<file path="config.mk">
export PLATFORM = sky130hd
export DESIGN_NAME = lsu_flat
export DESIGN_NICKNAME = d
export VERILOG_FILES = /design/src/rtl/lsu_if.sv /design/src/rtl/lsu.sv /design/src/flat_wrapper.sv
export SDC_FILE = /design/constraint.sdc
export NUM_CORES = 1
export LEC_CHECK = 0
export CORE_MARGIN = 5
export CORE_UTILIZATION = 49
export DETAILED_ROUTE_END_ITERATION = 6
export PLACE_DENSITY = 0.93
export SYNTH_ARGS = -nofsm -noshare
export SYNTH_HDL_FRONTEND = slang
export SYNTH_SLANG_ARGS = --single-unit
export TNS_END_PERCENT = 1
</file>
<file path="constraint.sdc">
create_clock -name clk -period 8.2 [get_ports clk]
set_input_delay 2.46 -clock clk [delete_from_list [all_inputs] [get_ports clk]]
set_output_delay 2.46 -clock clk [all_outputs]
set_load 0.01 [all_outputs]
</file>
<file path="src/rtl/lsu_if.sv">
// rtl/lsu_if.sv - data bus between the load/store unit and the memory fabric
interface lsu_if;
    logic        bus_read;
    logic        bus_write;
    logic [31:0] bus_address;
    logic [31:0] bus_writedata;
    logic [3:0]  bus_byteenable;
    logic        bus_waitrequest;
    logic        bus_readdatavalid;
    logic [31:0] bus_readdata;

    modport master (
        output bus_read, bus_write, bus_address, bus_writedata, bus_byteenable,
        input  bus_waitrequest, bus_readdatavalid, bus_readdata
    );

    modport slave (
        input  bus_read, bus_write, bus_address, bus_writedata, bus_byteenable,
        output bus_waitrequest, bus_readdatavalid, bus_readdata
    );
endinterface

</file>
<file path="src/rtl/lsu.sv">
// rtl/lsu.sv - load/store unit: issues one bus access at a time, tracks load owner EX->MEM
module lsu (
    input  logic        clk,
    input  logic        rst,
    input  logic        lsu_valid,
    input  logic        lsu_mem_read,
    input  logic        lsu_mem_write,
    input  logic [2:0]  lsu_opcode,
    input  logic [31:0] lsu_address,
    input  logic [31:0] lsu_writedata,
    input  logic        ex_stage_run,
    input  logic        mem_stall,
    input  logic        mem_flush,
    output logic        lsu_readdatavalid,
    output logic [31:0] lsu_readdata,
    output logic        lsu_stall_req,
    output logic        lsu_load_misaligned,
    output logic        lsu_store_misaligned,
    lsu_if.master       bus
);
    typedef enum logic [1:0] {IDLE, CMD, RESP} state_t;

    state_t      state_q, state_d;
    logic        issued_q, issued_d;
    logic        owner_ex_q, owner_ex_d;
    logic        in_mem_q, in_mem_d;
    logic        buf_valid_q, buf_valid_d;
    logic [31:0] buf_data_q, buf_data_d;
    logic        cmd_read_q, cmd_read_d;
    logic        cmd_write_q, cmd_write_d;
    logic [31:0] cmd_addr_q, cmd_addr_d;
    logic [31:0] cmd_wdata_q, cmd_wdata_d;
    logic [3:0]  cmd_be_q, cmd_be_d;
    logic [2:0]  ld_op_q, ld_op_d;
    logic [1:0]  ld_off_q, ld_off_d;

    logic        misal, want, issue, accept, resp, consume, buf_free;
    logic [3:0]  ex_be;
    logic [31:0] ex_wdata, resp_ext;

    // Select and extend the addressed byte/halfword of a returned word.
    function automatic logic [31:0] load_extend(input logic [2:0] op, input logic [1:0] off,
                                                input logic [31:0] d);
        logic [7:0]  b;
        logic [15:0] h;
        case (off)
            2'd0:    b = d[7:0];
            2'd1:    b = d[15:8];
            2'd2:    b = d[23:16];
            default: b = d[31:24];
        endcase
        h = off[1] ? d[31:16] : d[15:0];
        case (op)
            3'b000:  load_extend = {{24{b[7]}}, b};
            3'b001:  load_extend = {{16{h[15]}}, h};
            3'b100:  load_extend = {24'h0, b};
            3'b101:  load_extend = {16'h0, h};
            default: load_extend = d;
        endcase
    endfunction

    // Decode the EX request, drive the bus and compute all next-state values.
    always_comb begin
        misal = ((lsu_opcode[1:0] == 2'b01) && lsu_address[0]) ||
                ((lsu_opcode[1:0] == 2'b10) && (lsu_address[1:0] != 2'b00));
        lsu_load_misaligned  = lsu_valid && lsu_mem_read && misal;
        lsu_store_misaligned = lsu_valid && lsu_mem_write && misal;

        case (lsu_opcode[1:0])
            2'b00:   begin ex_be = 4'b0001 << lsu_address[1:0]; ex_wdata = {4{lsu_writedata[7:0]}};  end
            2'b01:   begin ex_be = lsu_address[1] ? 4'b1100 : 4'b0011; ex_wdata = {2{lsu_writedata[15:0]}}; end
            default: begin ex_be = 4'b1111; ex_wdata = lsu_writedata; end
        endcase

        // An EX instruction that has not yet been sent to the bus.
        want = !rst && lsu_valid && (lsu_mem_read || lsu_mem_write) && !misal && !issued_q;
        // A pending buffered result must leave before another load may use the buffer.
        buf_free = !buf_valid_q || (in_mem_q && !mem_stall);
        issue    = want && (state_q == IDLE) && buf_free;
        accept   = (issue || (state_q == CMD)) && !bus.bus_waitrequest;
        resp     = (state_q == RESP) && bus.bus_readdatavalid;
        consume  = in_mem_q && (!mem_stall || mem_flush);
        resp_ext = load_extend(ld_op_q, ld_off_q, bus.bus_readdata);

        bus.bus_read       = 1'b0;
        bus.bus_write      = 1'b0;
        bus.bus_address    = 32'h0;
        bus.bus_writedata  = 32'h0;
        bus.bus_byteenable = 4'h0;
        if (state_q == CMD) begin
            bus.bus_read       = cmd_read_q;
            bus.bus_write      = cmd_write_q;
            bus.bus_address    = cmd_addr_q;
            bus.bus_writedata  = cmd_wdata_q;
            bus.bus_byteenable = cmd_be_q;
        end else if (issue) begin
            bus.bus_read       = lsu_mem_read;
            bus.bus_write      = lsu_mem_write && !lsu_mem_read;
            bus.bus_address    = {lsu_address[31:2], 2'b00};
            bus.bus_writedata  = ex_wdata;
            bus.bus_byteenable = ex_be;
        end

        state_d     = state_q;
        cmd_read_d  = cmd_read_q;
        cmd_write_d = cmd_write_q;
        cmd_addr_d  = cmd_addr_q;
        cmd_wdata_d = cmd_wdata_q;
        cmd_be_d    = cmd_be_q;
        ld_op_d     = ld_op_q;
        ld_off_d    = ld_off_q;
        case (state_q)
            IDLE: if (issue) begin
                cmd_read_d  = bus.bus_read;
                cmd_write_d = bus.bus_write;
                cmd_addr_d  = bus.bus_address;
                cmd_wdata_d = bus.bus_writedata;
                cmd_be_d    = bus.bus_byteenable;
                ld_op_d     = lsu_opcode;
                ld_off_d    = lsu_address[1:0];
                if (bus.bus_waitrequest) state_d = CMD;
                else if (lsu_mem_read)   state_d = RESP;
            end
            CMD:  if (!bus.bus_waitrequest) state_d = cmd_read_q ? RESP : IDLE;
            RESP: if (bus.bus_readdatavalid) state_d = IDLE;
            default: state_d = IDLE;
        endcase

        // The issued flag keeps a stalled EX instruction from being sent twice.
        issued_d = ex_stage_run ? 1'b0 : (accept ? 1'b1 : issued_q);

        // Load ownership follows the instruction from EX into MEM.
        owner_ex_d = owner_ex_q;
        in_mem_d   = in_mem_q;
        if (consume) in_mem_d = 1'b0;
        if (owner_ex_q && ex_stage_run) begin
            owner_ex_d = 1'b0;
            in_mem_d   = 1'b1;
        end
        if (issue && lsu_mem_read) begin
            if (ex_stage_run) in_mem_d   = 1'b1;
            else              owner_ex_d = 1'b1;
        end

        // Hold a response that MEM cannot take this cycle; drop it if nobody owns it.
        buf_valid_d = buf_valid_q;
        buf_data_d  = buf_data_q;
        if (consume) buf_valid_d = 1'b0;
        if (resp && (owner_ex_q || (in_mem_q && mem_stall && !mem_flush))) begin
            buf_valid_d = 1'b1;
            buf_data_d  = resp_ext;
        end

        lsu_readdatavalid = in_mem_q && !mem_flush && (buf_valid_q || resp);
        lsu_readdata      = buf_valid_q ? buf_data_q : resp_ext;

        lsu_stall_req = ((state_q == CMD) && bus.bus_waitrequest) ||
                        (want && (state_q == IDLE) && bus.bus_waitrequest) ||
                        (in_mem_q && !buf_valid_q && !resp) ||
                        (want && (state_q == RESP));
    end

    // State and tracking registers.
    always_ff @(posedge clk) begin
        if (rst) begin
            state_q     <= IDLE;
            issued_q    <= 1'b0;
            owner_ex_q  <= 1'b0;
            in_mem_q    <= 1'b0;
            buf_valid_q <= 1'b0;
            buf_data_q  <= 32'h0;
            cmd_read_q  <= 1'b0;
            cmd_write_q <= 1'b0;
            cmd_addr_q  <= 32'h0;
            cmd_wdata_q <= 32'h0;
            cmd_be_q    <= 4'h0;
            ld_op_q     <= 3'h0;
            ld_off_q    <= 2'h0;
        end else begin
            state_q     <= state_d;
            issued_q    <= issued_d;
            owner_ex_q  <= owner_ex_d;
            in_mem_q    <= in_mem_d;
            buf_valid_q <= buf_valid_d;
            buf_data_q  <= buf_data_d;
            cmd_read_q  <= cmd_read_d;
            cmd_write_q <= cmd_write_d;
            cmd_addr_q  <= cmd_addr_d;
            cmd_wdata_q <= cmd_wdata_d;
            cmd_be_q    <= cmd_be_d;
            ld_op_q     <= ld_op_d;
            ld_off_q    <= ld_off_d;
        end
    end
endmodule

</file>
<file path="src/flat_wrapper.sv">
// flat-port wrapper written by rule: the top's interface ports become plain ports
module lsu_flat 
  (clk, rst, lsu_valid, lsu_mem_read, lsu_mem_write, lsu_opcode, lsu_address, lsu_writedata, ex_stage_run, mem_stall, mem_flush, lsu_readdatavalid, lsu_readdata, lsu_stall_req, lsu_load_misaligned, lsu_store_misaligned, bus_bus_read, bus_bus_write, bus_bus_address, bus_bus_writedata, bus_bus_byteenable, bus_bus_waitrequest, bus_bus_readdatavalid, bus_bus_readdata);
  lsu_if bus_i ();
  input  logic clk;
  input  logic rst;
  input  logic lsu_valid;
  input  logic lsu_mem_read;
  input  logic lsu_mem_write;
  input  logic [2:0] lsu_opcode;
  input  logic [31:0] lsu_address;
  input  logic [31:0] lsu_writedata;
  input  logic ex_stage_run;
  input  logic mem_stall;
  input  logic mem_flush;
  output logic lsu_readdatavalid;
  output logic [31:0] lsu_readdata;
  output logic lsu_stall_req;
  output logic lsu_load_misaligned;
  output logic lsu_store_misaligned;
  output wire logic [$bits(bus_i.bus_read)-1:0] bus_bus_read;
  output wire logic [$bits(bus_i.bus_write)-1:0] bus_bus_write;
  output wire logic [$bits(bus_i.bus_address)-1:0] bus_bus_address;
  output wire logic [$bits(bus_i.bus_writedata)-1:0] bus_bus_writedata;
  output wire logic [$bits(bus_i.bus_byteenable)-1:0] bus_bus_byteenable;
  input wire logic [$bits(bus_i.bus_waitrequest)-1:0] bus_bus_waitrequest;
  input wire logic [$bits(bus_i.bus_readdatavalid)-1:0] bus_bus_readdatavalid;
  input wire logic [$bits(bus_i.bus_readdata)-1:0] bus_bus_readdata;
  assign bus_bus_read = bus_i.bus_read;
  assign bus_bus_write = bus_i.bus_write;
  assign bus_bus_address = bus_i.bus_address;
  assign bus_bus_writedata = bus_i.bus_writedata;
  assign bus_bus_byteenable = bus_i.bus_byteenable;
  assign bus_i.bus_waitrequest = bus_bus_waitrequest;
  assign bus_i.bus_readdatavalid = bus_bus_readdatavalid;
  assign bus_i.bus_readdata = bus_bus_readdata;
  lsu u_core (.clk(clk), .rst(rst), .lsu_valid(lsu_valid), .lsu_mem_read(lsu_mem_read), .lsu_mem_write(lsu_mem_write), .lsu_opcode(lsu_opcode), .lsu_address(lsu_address), .lsu_writedata(lsu_writedata), .ex_stage_run(ex_stage_run), .mem_stall(mem_stall), .mem_flush(mem_flush), .lsu_readdatavalid(lsu_readdatavalid), .lsu_readdata(lsu_readdata), .lsu_stall_req(lsu_stall_req), .lsu_load_misaligned(lsu_load_misaligned), .lsu_store_misaligned(lsu_store_misaligned), .bus(bus_i));
endmodule
</file>
# Word-level counts from Yosys, hierarchy flattened
# Cells that the tools add are included.
# W data, S select, Z words.
[totals]
elab_cells = 117
inputBits = 109
register_bits = 113
out_inout_bits = 106
[classes]
reduce_logical = 57
eq_ne = 13
n_shift = 1
n_mux = 33
[op_table]
columns = ["cell", "count"]
rows = [
  ["$mux W32", 5],
  ["$pmux W32 S4", 1],
  ["$pmux W32 S2", 1],
  ["$logic_and A1 B1 Y1", 29],
  ["$pmux W8 S3", 1],
  ["$mux W16", 1],
  ["$mux W1", 13],
  ["$mux W2", 6],
  ["$mux W4", 3],
  ["$logic_or A1 B1 Y1", 10],
  ["$logic_not A1 Y1", 9],
  ["$pmux W4 S2", 1],
  ["$eq A2 B1 Y1 const B", 3],
  ["$eq A2 B2 Y1 const B", 3],
  ["$eq A3 B3 Y1 const B", 2],
  ["$logic_not A2 Y1", 3],
  ["$pmux W2 S3", 1],
  ["$ne A2 B2 Y1 const B", 2],
  ["$reduce_and A4 Y1", 1],
  ["$reduce_bool A2 Y1", 2],
  ["$shl A1 B2 Y4 const A", 1],
  ["$eq A3 B1 Y1 const B", 1],
  ["$logic_not A3 Y1", 1],
  ["$ne A3 B3 Y1 const B", 1],
  ["other kinds (3)", 3],
]

# Depth between registers and ports, before layout
# Gate-level depths: netlist of run 1.
[depth]
ltp_word = 11
depth_mapped = 7
depth_no_buf = 4

# Worst setup path after synthesis of run 1
# Ideal clock, no wire load.
[synth_timing]
kind = "input -> output"
start = "in mem_stall"
end = "out bus_bus_byteenable[3]"
n_path_buf = 1
path_stages = 5
arrival_time_ps = 3733
setup_slack_ps = 2007
path_cell_list = "nand2b_1 -> a211oi_2 -> nand3_1 -> clkbuf_1 -> o21ai_0"
[synth_between]
elab_chain_cells = 6
[synth_rtl]
columns = ["element", "line_no", "rtl"]
rows = [
  ["start: declaration", "flat_wrapper.sv:14", "input logic mem_stall;"],
  ["$logic_not A1 Y1", "lsu.sv:78", "buf_free = !buf_valid_q || (in_mem_q && !mem_stall);"],
  ["$logic_and A1 B1 Y1", "lsu.sv:78", ""],
  ["$logic_or A1 B1 Y1", "lsu.sv:78", ""],
  ["$logic_and A1 B1 Y1", "lsu.sv:79", "issue = want && (state_q == IDLE) && buf_free;"],
  ["$mux W4", "lsu.sv:96", "end else if (issue) begin"],
  ["$mux W4", "lsu.sv:90", "if (state_q == CMD) begin"],
  ["end: declaration", "flat_wrapper.sv:25", "output wire logic [$bits(bus_i.bus_byteenable)-1:0] bus_bus_byteenable;"],
]
# No other way between the ends.

# Worst setup path in the final report of run 1
[layout_timing]
start = "in lsu_opcode[0]"
end = "out bus_bus_writedata[14]"
[layout_between]
elab_chain_cells = 10
word_cells_on_any_way = 14
classes_between = "eq/ne: 2; mux: 3; reduce/logical: 9"
[layout_rtl]
columns = ["element", "line_no", "rtl"]
rows = [
  ["start: declaration", "flat_wrapper.sv:10", "input logic [2:0] lsu_opcode;"],
  ["$eq A2 B1 Y1 or $eq A2 B2 Y1 (tied branches)", "lsu.sv:64, lsu.sv:69, lsu.sv:65", ""],
  ["$logic_and A1 B1 Y1 (on tied branches)", "lsu.sv:64, lsu.sv:65", ""],
  ["$logic_or A1 B1 Y1", "lsu.sv:64", "misal = ((lsu_opcode[1:0] == 2'b01) && lsu_address[0]) ||"],
  ["$logic_not A1 Y1", "lsu.sv:76", "want = !rst && lsu_valid && (lsu_mem_read || lsu_mem_write) && !misal && !issued_q;"],
  ["$logic_and A1 B1 Y1 (2 in a row)", "lsu.sv:76", ""],
  ["$logic_and A1 B1 Y1 (2 in a row)", "lsu.sv:79", ""],
  ["$mux W32 *", "lsu.sv:96", ""],
  ["$mux W32 *", "lsu.sv:90", ""],
  ["end: declaration", "flat_wrapper.sv:24", "output wire logic [$bits(bus_i.bus_writedata)-1:0] bus_bus_writedata;"],
]
# Mark *: on every way between the ends. The rest lies on a longest branch, timed or not.

==> impl_metrics.ini, run 1 <==
[critical_path]
start_kind = input port
required_ns = 5.74
crit_type = in2out
critPathCaptureType = output port
cp_max_fo = 11
worstPathArrival_ns = 5.05

[pwr]
peakVddDrop_mv = 0.1530
clkPwrFrac_pct = 45.5
power_density_mw_per_mm2 = 187.7
p_sw_share_pct = 26.63
internal_power_uw = 1222
p_leak_uw = 0.003151
switchingPower_uw = 443.6
p_seq_share_pct = 35.3
pwr-share-comb_pct = 19.1

[floorplan]
core-area_sq_mm = 0.01247
die-area_sq_mm = 0.01491
die_h_um = 122.1
rows = 41
start_util_pct = 49.39
ios = 215
die_x_um = 122.1

[sta]
fin_skew_ns = 0.01076
rsz0062_at_grt = no
period_needed_ns = 7.508
fmax_mhz = 133.2
fin_crit_sh_pct = 91.56
hold_viol = 0
tightest_slew_ns = 1.257
relSlewSlack_pct = 16.18
whs_ns = 0.4551
tns_ns = 0
maxSlewViolCount = 0
finalSetupViolCount = 0

[placement]
numPlacedInstances = 1046
gp_congestion = 0.8498
post_dp_cell_area_sq_mm = 0.008267
dp_hpwl_um = 14640
io_buffers = 214

[route]
dr.pass1.iters = 5
wl_per_cell_um = 20.33
vias = 6633
routed_wl_um = 21910
antenna_left = 0
drtIter0Drc = 767
drcViolationCount = 0
via_per_inst = 6.153

[clocking]
clkTransAtPathRegs_ns = 0.05
cts_tree = yes
cts_num_sinks = 113
numCtsBuffers = 17
clk-insertion-delay-late_ns = 0.42
clockBufferDepth = 2
h-tree-depth = 4
postCtsResizedCells = 0
cts_hold_buf = 0
postCtsSetupBuffers = 0
root_buffer = clkbuf_16

[yosys]
synth-seq-cells = 113
ys_seq_area_share_pct = 36.74
syn_area_per_cell_sq_um = 8.540
yosysWarnings = 0
synth.cell_area_sq_mm = 0.006157
ys_types = 54
netlist_instances = 721
synth_top_area_share_pct = 36.74
synth.area.top_cells = dfxtp_1, a22o_1, mux2i_1
synth_fp_nets = 830
synth-async-reset-ratio_pct = 0
synth-main-ff-cell = dfxtp_1
synth_top_cell_by_area = dfxtp_1
synth_edf_count = 0

[layout]
diodes = 0
fin_cells = 1078
fin_nets = 1002
drive_gt1_share_pct = 7.947
area_growth_pct = 44.10
final_cell_mix = clkdlybuf4s50_1, dfxtp_1, nand2_1
final_common_cell = clkdlybuf4s50_1
design_area_sq_mm = 0.008872
nFillCells = 891

[outcome]
status = completed

[grt]
grt_overflow_total = 0
antenna_found_initial = 0
grt_max_degree = 83
grt_use_total_pct = 28.80
grt_pass1_wl_um = 33870
grt_pass1_vias = 6365

[flow_run]
max-cap-violations = 0

[hold_path]
min_path_type = reg2reg
-- critical path: stages --
cell and delay, ns:
clkdlybuf4s50_1 0.50, buf_4 0.24, nor2_1 0.74, mux2i_1 0.27, o21ai_0 0.23, clkdlybuf4s50_1 0.60
-- power by group through the flow --
stage / Clock [uW] / Combinational, uW / Sequential (uW)
after global placement: 0 / 309 / 597
after detailed placement: 0 / 313 / 598
after floorplan: 0 / 151 / 593
after CTS: 762 / 317 / 588
final: 759 / 319 / 589
after global routing: 790 / 338 / 590
-- logic make-up after synthesis --
logic type      Yosys count  synth area share, %
simple gates            209                16.11
mux                      41                6.889
buf+inv                  80                6.625
flops                   113                36.74
compound gates          278                33.63
-- area by class of cell --
cell class	count	area (sq um)	area share, %
clock buffer	19	442.9	4.992
clock inverter	13	162.7	1.833
inverter	5	18.77	0.2115
multi-input combinational	528	3515	39.61
sequential	113	2263	25.51
tap	172	215.2	2.426
timing repair buffer	228	2255	25.41
-- per-layer routing --
metal	vias to the layer above	part of all wire, %	wire length, um	track usage [%]
met2	395	47	10280	46.37
met4	0	3.3	729	11.83
met5	-	0	0	0
li1	3042	-	-	-
met3	55	10	2243	9.517
met1	3141	40	8657	35.51
-- stage by stage --
stage          worst slack [ns]  power [uW]  util [%]
2_1_floorplan             2.007       743.7         -
3_3_place_gp             0.8373       905.9     66.32
3_5_place_dp             0.8378       910.5     66.32
5_1_grt                  0.5931        1718     71.17
4_1_cts                  0.7188        1666     71.17
6_report                 0.6925        1666     71.17
-- synthesized netlist by cell type (2+ instances only) --
cell         n
and2_1       5
a211oi_2    11
o211ai_1    17
a21oi_1     31
buf_2       19
nor2b_1     23
mux2i_1     39
buf_6        8
a22oi_1      7
clkbuf_1    44
a22o_1      79
o31ai_1     18
o21ai_1      2
o22ai_1     14
o211a_1      2
a211oi_1    27
nand2_1     97
nor3_1       2
buf_4        2
nand2b_1    10
nand4_1     18
o2bb2ai_1    8
o21ai_0     38
and3_1       2
nor2_1      39
inv_1        5
o21a_1       2
dfxtp_1    113
a31oi_1     13
nor3b_1      2
-- flip-flops by register name (all words and copies together) (netlist names) --
name	count
u_core.cmd_wdata_q	32
u_core.cmd_read_q	1
u_core.cmd_be_q	4
u_core.cmd_addr_q	32
u_core.issued_q	1
u_core.ld_off_q	2
u_core.ld_op_q	3
u_core.buf_data_q	32
u_core.state_q	2
u_core.owner_ex_q	1
u_core.in_mem_q	1
u_core.cmd_write_q	1
u_core.buf_valid_q	1
-- path summary, 6_finish.rpt --
| check | startpoint | endpoint | slack, ns | cells past startpoint |
|---|---|---|---|---|
| setup / recovery | lsu_opcode[0] | bus_bus_writedata[14] | 0.69 | 6 |
| hold / removal | u_core.cmd_addr_q[0] | u_core.cmd_addr_q[0] | 0.46 | 1 |
| setup reg to reg | u_core.buf_valid_q | u_core.cmd_addr_q[14] | 5.30 | 4 |
| hold reg to reg | u_core.cmd_addr_q[0] | u_core.cmd_addr_q[0] | 0.46 | 1 |
Power figures use the tool's default switching activity.
==> run 2: changes to the inputs <==
--- a/config.mk
+++ b/config.mk
@@ -7,8 +7,9 @@
 export LEC_CHECK = 0
 export CORE_MARGIN = 5
 export CORE_UTILIZATION = 49
+export CTS_CLUSTER_SIZE = 30
 export DETAILED_ROUTE_END_ITERATION = 6
-export PLACE_DENSITY = 0.93
+export PLACE_DENSITY = 0.92
 export SYNTH_ARGS = -nofsm -noshare
 export SYNTH_HDL_FRONTEND = slang
 export SYNTH_SLANG_ARGS = --single-unit
==> impl_metrics.ini, run 2 (same netlist as run 1, synthesis figures left out) <==
[clocking]
postCtsSetupBuffers = 0
clkTransAtPathRegs_ns = 0.06
clk-insertion-delay-late_ns = 0.42
root_buffer = clkbuf_16
postCtsResizedCells = 0
clockBufferDepth = 2
h-tree-depth = 4
cts_hold_buf = 0
numCtsBuffers = 17
cts_num_sinks = 113
cts_tree = yes

[critical_path]
crit_type = in2out
cp_common_cell = clkdlybuf4s50_1
reg2reg_slack_ns = 5.54
rr_endpoint = u_core.buf_data_q[16]
cp.depth = 5
endpoint = bus_bus_writedata[14]
critPathBufInv = 2
worstReg2RegStart = u_core.ld_off_q[1]
slowest_stage = nor2_1
cp_max_fo = 9
critPathCaptureType = output port
cp_slowest_stage_delay_ns = 0.80
required_ns = 5.74
critPathLaunch = lsu_opcode[0]
worstPathArrival_ns = 4.92
ff2ff_path_depth = 4
critical_path.top_delay_family = buffers and inverters
start_kind = input port
path_cells = clkdlybuf4s50_1 -> nor2_1 -> mux2i_1 -> o21ai_0 -> clkdlybuf4s50_1

[flow_run]
max-cap-violations = 0

[placement]
post_dp_cell_area_sq_mm = 0.008282
pre_cts_ws_ns = 0.8632
io_buffers = 214
gp_congestion = 0.8670
dp_hpwl_um = 14230

[sta]
tightest_slew_ns = 1.090
setup_slack_ns = 0.8238
finalSetupViolCount = 0
fmax_mhz = 135.6
fin_skew_ns = 0.009488
relSlewSlack_pct = 27.33
rsz0062_at_grt = no
maxSlewViolCount = 0
hold_viol = 0
tns_ns = 0
fin_crit_sh_pct = 89.95
period_needed_ns = 7.376

[grt]
grt_overflow_total = 0
antenna_found_initial = 0
grt_pass1_wl_um = 32290
grt_pass1_vias = 6313
grt_use_total_pct = 27.35
grt_max_degree = 83

[layout]
nFillCells = 932
regArea_sq_mm = 0.002263
design_area_sq_mm = 0.008842
diodes = 0
utilization_pct = 70.93
reg_top3 = u_core.buf_data_q (32), u_core.cmd_addr_q (32), u_core.cmd_wdata_q (32)
area_growth_pct = 43.61
drive_gt1_share_pct = 8.049
multiInputGateArea_sq_mm = 0.003515
final_cell_mix = clkdlybuf4s50_1, dfxtp_1, nand2_1
final_common_cell = clkdlybuf4s50_1
fin_nets = 1004

[route]
drcViolationCount = 0
via_per_inst = 5.980
antenna_left = 0
dr.pass1.iters = 6
wl_per_cell_um = 19.19
vias = 6452
drtIter0Drc = 815
routed_wl_um = 20710

[floorplan]
start_util_pct = 49.39
die-area_sq_mm = 0.01491
core-area_sq_mm = 0.01247
die_h_um = 122.1
ios = 215
rows = 41
die_x_um = 122.1

[pwr]
p_leak_uw = 0.003146
peakVddDrop_mv = 0.1181
power_density_mw_per_mm2 = 181.8

[hold_path]
min_path_cells = 1
min_path_type = reg2reg

[outcome]
status = completed
## run 2: cell types whose count changed in the layout (fill, tap and decap cells not counted), sizes merged
cell	change
buf	+2
bufinv	-1
## run 2: metal layers
layer | wire length (um) | GRT usage (%)
met2 | 9767 | 44.68
met4 | 540 | 10.57
met5 | 0 | 0
met1 | 8421 | 33.53
met3 | 1982 | 8.867
## run 2: through the flow
stage / cells / power [uW] / hold slack (ns)
CTS: 1079 / 1615 / 0.4583
detailed placement: 1048 / 909.3 / 0.4407
global route: 1079 / 1662 / 0.4750
finish: 1079 / 1607 / 0.4573
global placement: 1048 / 905.1 / 0.4339
floorplan: 721 / 743.7 / 0.4205
## run 2: worst register-to-register path: stages (launching register included)
cell,delay (ns)
dfxtp_1,0.88
mux4_2,0.63
a32o_2,0.31
a21boi_4,0.52
a211oi_1,0.17
## run 2: cell type report
type | count | area share (%)
timing repair buffer | 230 | 25.67
clock inverter | 12 | 1.330
multi-input combinational | 528 | 39.75
sequential | 113 | 25.60
tap | 172 | 2.434
inverter | 5 | 0.2123
clock buffer | 19 | 5.009
## run 2: report_power, final
part | internal (uW) | switching, uW | total (uW)
sequential | 573 | 16.8 | 589
combinational | 165 | 148 | 313
clock | 448 | 257 | 704
total | 1190 | 421 | 1610
## run 2: worst min-delay path by stage
| stage | slack [ns] | from | to |
|---|---|---|---|
| global placement | 0.43 | u_core.cmd_addr_q[0] | u_core.cmd_addr_q[0] |
| global route | 0.48 | u_core.cmd_wdata_q[17] | u_core.cmd_wdata_q[17] |
| detailed placement | 0.44 | u_core.cmd_addr_q[1] | u_core.cmd_addr_q[1] |
| finish | 0.46 | u_core.cmd_addr_q[1] | u_core.cmd_addr_q[1] |
| floorplan | 0.42 | u_core.issued_q | u_core.issued_q |
| CTS | 0.46 | u_core.cmd_addr_q[1] | u_core.cmd_addr_q[1] |
